==> src/rtl/id_stage_seq.sv <==
// Decode-stage sequencer: classifies fetched instructions into an immediate
// format, drives the shared immediate extender and captures its result plus
// register fields into the ID/EX output register. A one-entry skid buffer
// keeps if_ready registered (no combinational path from ex_ready).
//
// state | meaning
// ------+------------------------------------------
// EMPTY | output register invalid, skid empty
// BUSY  | output register valid, skid empty
// FULL  | output register valid, skid holds one raw instruction
module id_stage_seq #(
    parameter int XLEN = 32
) (
    input  logic            clk,
    input  logic            rst,
    input  logic            if_valid,
    input  logic [31:0]     if_instr,
    input  logic [XLEN-1:0] if_pc,
    output logic            if_ready,
    input  logic            flush,
    output logic [2:0]      immsrc,
    output logic [24:0]     imm,
    input  logic [XLEN-1:0] immext_in,
    output logic            id_valid,
    input  logic            ex_ready,
    output logic [XLEN-1:0] id_pc,
    output logic [XLEN-1:0] id_immext,
    output logic [4:0]      id_rd,
    output logic [4:0]      id_rs1,
    output logic [4:0]      id_rs2,
    output logic            id_illegal
);

    typedef enum logic [1:0] {
        ST_EMPTY = 2'd0,
        ST_BUSY  = 2'd1,
        ST_FULL  = 2'd2
    } state_t;

    state_t state_q, state_d;

    logic [31:0]     skid_instr_q;
    logic [XLEN-1:0] skid_pc_q;
    logic [31:0]     src_instr;
    logic [XLEN-1:0] src_pc;
    logic            src_illegal;
    logic            accept;
    logic            consume;
    logic            load_out;
    logic            load_skid;

    // if_ready depends only on registered state and reset, never on ex_ready
    assign if_ready = !rst && (state_q != ST_FULL);
    assign accept   = if_valid && if_ready;
    assign consume  = id_valid && ex_ready;
    assign id_valid = (state_q != ST_EMPTY);

    // The skid entry has priority as load source; the extender is shared
    // between the fetch path and the skid path through this mux
    always_comb begin
        src_instr = if_instr;
        src_pc    = if_pc;
        if (state_q == ST_FULL) begin
            src_instr = skid_instr_q;
            src_pc    = skid_pc_q;
        end
    end

    // Opcode classification into extender format select
    always_comb begin
        immsrc      = 3'b111;
        src_illegal = 1'b0;
        case (src_instr[6:0])
            7'b0000011,
            7'b0010011,
            7'b1100111: immsrc = 3'b000;
            7'b0100011: immsrc = 3'b001;
            7'b1100011: immsrc = 3'b010;
            7'b1101111: immsrc = 3'b011;
            7'b0110111,
            7'b0010111: immsrc = 3'b100;
            7'b0110011: immsrc = 3'b111;
            default: begin
                immsrc      = 3'b111;
                src_illegal = 1'b1;
            end
        endcase
    end

    assign imm = src_instr[31:7];

    // Next-state and load-enable logic; flush overrides every transition
    always_comb begin
        state_d   = state_q;
        load_out  = 1'b0;
        load_skid = 1'b0;
        case (state_q)
            ST_EMPTY: begin
                if (accept) begin
                    state_d  = ST_BUSY;
                    load_out = 1'b1;
                end
            end
            ST_BUSY: begin
                if (accept && consume) begin
                    load_out = 1'b1;
                end else if (accept) begin
                    state_d   = ST_FULL;
                    load_skid = 1'b1;
                end else if (consume) begin
                    state_d = ST_EMPTY;
                end
            end
            ST_FULL: begin
                if (consume) begin
                    state_d  = ST_BUSY;
                    load_out = 1'b1;
                end
            end
            default: begin
                state_d = ST_EMPTY;
            end
        endcase
        if (flush) begin
            state_d   = ST_EMPTY;
            load_out  = 1'b0;
            load_skid = 1'b0;
        end
    end

    // State register
    always_ff @(posedge clk) begin
        if (rst) begin
            state_q <= ST_EMPTY;
        end else begin
            state_q <= state_d;
        end
    end

    // Skid entry holds the raw word and PC; it is re-extended on the way out
    always_ff @(posedge clk) begin
        if (rst) begin
            skid_instr_q <= '0;
            skid_pc_q    <= '0;
        end else if (load_skid) begin
            skid_instr_q <= if_instr;
            skid_pc_q    <= if_pc;
        end
    end

    // ID/EX output register, only written when the slot is free or consumed
    always_ff @(posedge clk) begin
        if (rst) begin
            id_pc      <= '0;
            id_immext  <= '0;
            id_rd      <= '0;
            id_rs1     <= '0;
            id_rs2     <= '0;
            id_illegal <= 1'b0;
        end else if (load_out) begin
            id_pc      <= src_pc;
            id_immext  <= immext_in;
            id_rd      <= src_instr[11:7];
            id_rs1     <= src_instr[19:15];
            id_rs2     <= src_instr[24:20];
            id_illegal <= src_illegal;
        end
    end

endmodule

==> config.mk <==
export PLATFORM = sky130hd
export DESIGN_NAME = id_stage_seq
export DESIGN_NICKNAME = d
export VERILOG_FILES = /design/src/rtl/id_stage_seq.sv
export SDC_FILE = /design/constraint.sdc
export NUM_CORES = 1
export LEC_CHECK = 0
export CAP_MARGIN = 10
export CELL_PAD_IN_SITES_DETAIL_PLACEMENT = 1
export CELL_PAD_IN_SITES_GLOBAL_PLACEMENT = 2
export CORE_ASPECT_RATIO = 0.75
export CORE_MARGIN = 4
export CORE_UTILIZATION = 25
export DETAILED_ROUTE_END_ITERATION = 8
export GPL_ROUTABILITY_DRIVEN = 0
export PLACE_DENSITY_LB_ADDON = 0.15
export SYNTH_ARGS = -nofsm -noshare
export SYNTH_HDL_FRONTEND = slang
export SYNTH_SLANG_ARGS = --single-unit
==> constraint.sdc <==
create_clock -name clk -period 4.7 [get_ports clk]
set_clock_uncertainty 0.05 [all_clocks]
set_input_delay 0.705 -clock clk [delete_from_list [all_inputs] [get_ports clk]]
set_output_delay 0.705 -clock clk [all_outputs]
set_load 0.02 [all_outputs]
==> impl_metrics.yaml <==
outcome:
  status: "finished, final reports clean"
power_and_ir_drop:
  power.share.clock_pct: 44.7
  p_sw_share_pct: 26.7
  power_switching_uw: 840
  p_per_area_mw_per_mm2: 350
  vdd_drop_max_v: 0.000233
  pwr-share-comb_pct: 13.9
  seq_power_share_pct: 41.4
  p_leak_uw: 0.00317
  p_int_uw: 2300
run:
  max_cap_viol_count: 0
floorplan:
  die_y_um: 143
  core-area_mm2: 0.0239
  die-area_mm2: 0.0268
  initial_core_util_pct: 25.3
  num_io_pins: 211
  fp.dieW_um: 188
  rows: 49
logic_synthesis:
  synth_ff_type: "dfxtp_1"
  yosysWarningCount: 0
  syn-cell-area_mm2: 0.00606
  yosys.area.top_type_share_pct: 48.2
  synth-seq-cells: 146
  syn_inst: 803
  synthTopCellsByArea: "dfxtp_1 (48%), nand2_1 (23%), a21oi_1 (9.6%), a311oi_2 (5.0%), nor2_1 (2.4%)"
  yosysUniqueCellTypes: 36
  synth-seq-area-share_pct: 48.2
  netlist_top_cells_count: "nand2_1 (367), dfxtp_1 (146), a21oi_1 (116)"
  async_flop_share_pct: 0
  synth_edf_count: 0
  synth_nets: 904
  yosysMostFrequentCell: "nand2_1"
  syn_area_per_cell_um2: 7.55
  synth_largest_area_cell: "dfxtp_1"
clocking:
  cts_tree: "built"
  htree_levels: 4
  ctsHoldBuffers: 0
  path_clk_slew_ns: 0.06
  post_cts_buffers: 0
  insertion_delay_ns: 0.42
  clk_root_buffer_cell: "clkbuf_16"
  postCtsResizedCells: 0
  cts_num_sinks: 146
  clockBufferDepth: 2
  cts_buffers: 17
worst_setup_path:
  slowest_delay_ns: 0.57
  crit_slowest_cell: "clkdlybuf4s50_1"
  critPathArrivalTime_ns: 3.15
  worstPathMaxFanout: 17
  worst-path-buf-inv: 1
  end_kind: "primary output"
  start_kind: "flip-flop"
  crit_path_frequent_cell: "mux2i_1"
  worst-setup-path-type: "flip-flop to primary output"
  cp_data_required_time_ns: 3.94
  critical_path.top_delay_family: "multiplexers"
  path_cells: "nand2b_2 > mux2i_1 > mux2i_1 > a311oi_1 > o31ai_1 > clkdlybuf4s50_1"
drt:
  dr.max_layer_used: "met4"
  routed_wirelength_mm: 20.8
  wl_met2_mm: 9.07
  drtIter0Drc: 294
  wl_per_cell_um: 16.0
  met3_length_mm: 1.06
  ant_nets: 0
  wl_met1_mm: 10.4
  drc_errors: 0
  viasPerCell: 4.55
  drt_first_pass_iters: 4
  num_vias: 5904
place:
  dpl.cell_count: 1267
  port_buffers: 210
  dp_hpwl_mm: 13.3
timing:
  fin_crit_sh_pct: 83.1
  drv_slew: 0
  hold_viol: 0
  hold_slack_ns: 0.405
  setup_tns_ns: 0
  setup_viol: 0
  fmax_mhz: 256
  worst_pin_slew_ns: 1.06
  rsz0062_at_grt: "false"
  min_period_ns: 3.91
  slew_headroom_pct: 29.3
grt:
  grt_pass1_vias: 5913
  grt_use_total_pct: 15.2
  grt_antenna_before_repair: 0
  grt_max_degree: 86
  grt_pass1_wl_mm: 32.9
  gr-total-overflow: 0
finish:
  fin_nets: 1081
  area_growth_pct: 48.0
  layout.cells.non_filler: 1299
  multi_input_area_mm2: 0.00287
  final-seq-area_mm2: 0.00292
  diodes: 0
  nFillCells: 2844
  layout-drive-gt1-share_pct: 7.35
hold_path:
  hold_path.class: "flip-flop to flip-flop"
-- metal layers --
layer / track usage, % / vias up
met5: 0 / -
li1: - / 2984
met4: 4.71 / 0
met3: 4.30 / 19
met1: 21.0 / 2766
met2: 23.2 / 135
-- layout by cell type, fill, tap and decap left out, types with 3 or more instances in the layout --
cell type	count
a21oi_1	116
a311oi_1	13
a311oi_2	20
buf_4	9
clkbuf_16	17
clkdlybuf4s50_1	209
clkinvlp_4	3
dfxtp_1	146
inv_6	5
mux2i_1	7
nand2_1	367
nor2_1	38
nor2b_1	3
o21ai_0	3
-- worst min-delay path, stage by stage (launching register included) --
cell     delay, ns
dfxtp_1       0.31
nand2_1       0.05
a21oi_1       0.05
-- layout make-up --
type                    instances  share of cell area [%]
clock inverters                12                    1.63
multi-input cells             595                    32.0
flip-flops and latches        146                    32.6
repair buffers                220                    24.5
well taps                     306                    4.27
clock buffers                  20                    4.98
-- flip-flops by register name, indices dropped and copies added (netlist names) --
register / flops
id_immext: 32
id_pc: 32
skid_instr_q: 32
skid_pc_q: 32
id_rd: 5
id_rs1: 5
id_rs2: 5
state_q: 2
id_illegal: 1
-- worst paths after layout --
| check | to | from | slack [ns] | cells past startpoint |
|---|---|---|---|---|
| max | immsrc[2] | state_q[0]$_SDFFE_PP0P_ | 0.79 | 6 |
| min | id_immext[27]$_SDFFE_PP0P_ | id_immext[27]$_SDFFE_PP0P_ | 0.40 | 2 |
| max reg2reg | skid_instr_q[21]$_SDFFE_PP0P_ | state_q[1]$_SDFFE_PP0P_ | 2.31 | 5 |
| min reg2reg | id_immext[27]$_SDFFE_PP0P_ | id_immext[27]$_SDFFE_PP0P_ | 0.40 | 2 |
-- cell families after synthesis --
group | after synthesis | synth area share [%]
simple gates | 426 | 27.5
compound gates | 158 | 17.5
flops | 146 | 48.2
buf+inv | 62 | 4.83
mux | 10 | 1.76
xor+xnor | 1 | 0.145
-- through the flow --
stage / total power (uW) / utilization [%] / setup WS, ns / instance area (um2)
floorplan: 1530 / - / 2.17 / 6060
global placement: 1770 / 35.0 / 1.17 / 8380
detailed placement: 1770 / 35.0 / 1.13 / 8380
CTS: 3200 / 37.5 / 0.751 / 8970
global route: 3280 / 37.5 / 0.500 / 8970
finish: 3140 / 37.5 / 0.793 / 8970
-- power by group through the flow --
stage,clock (uW),combinational (uW),sequential [uW]
after global placement,0,443,1330
after detailed placement,0,442,1330
after CTS,1450,444,1300
after floorplan,0,160,1370
after global routing,1500,473,1310
final,1400,437,1300
(Power assumes the default switching activity.)
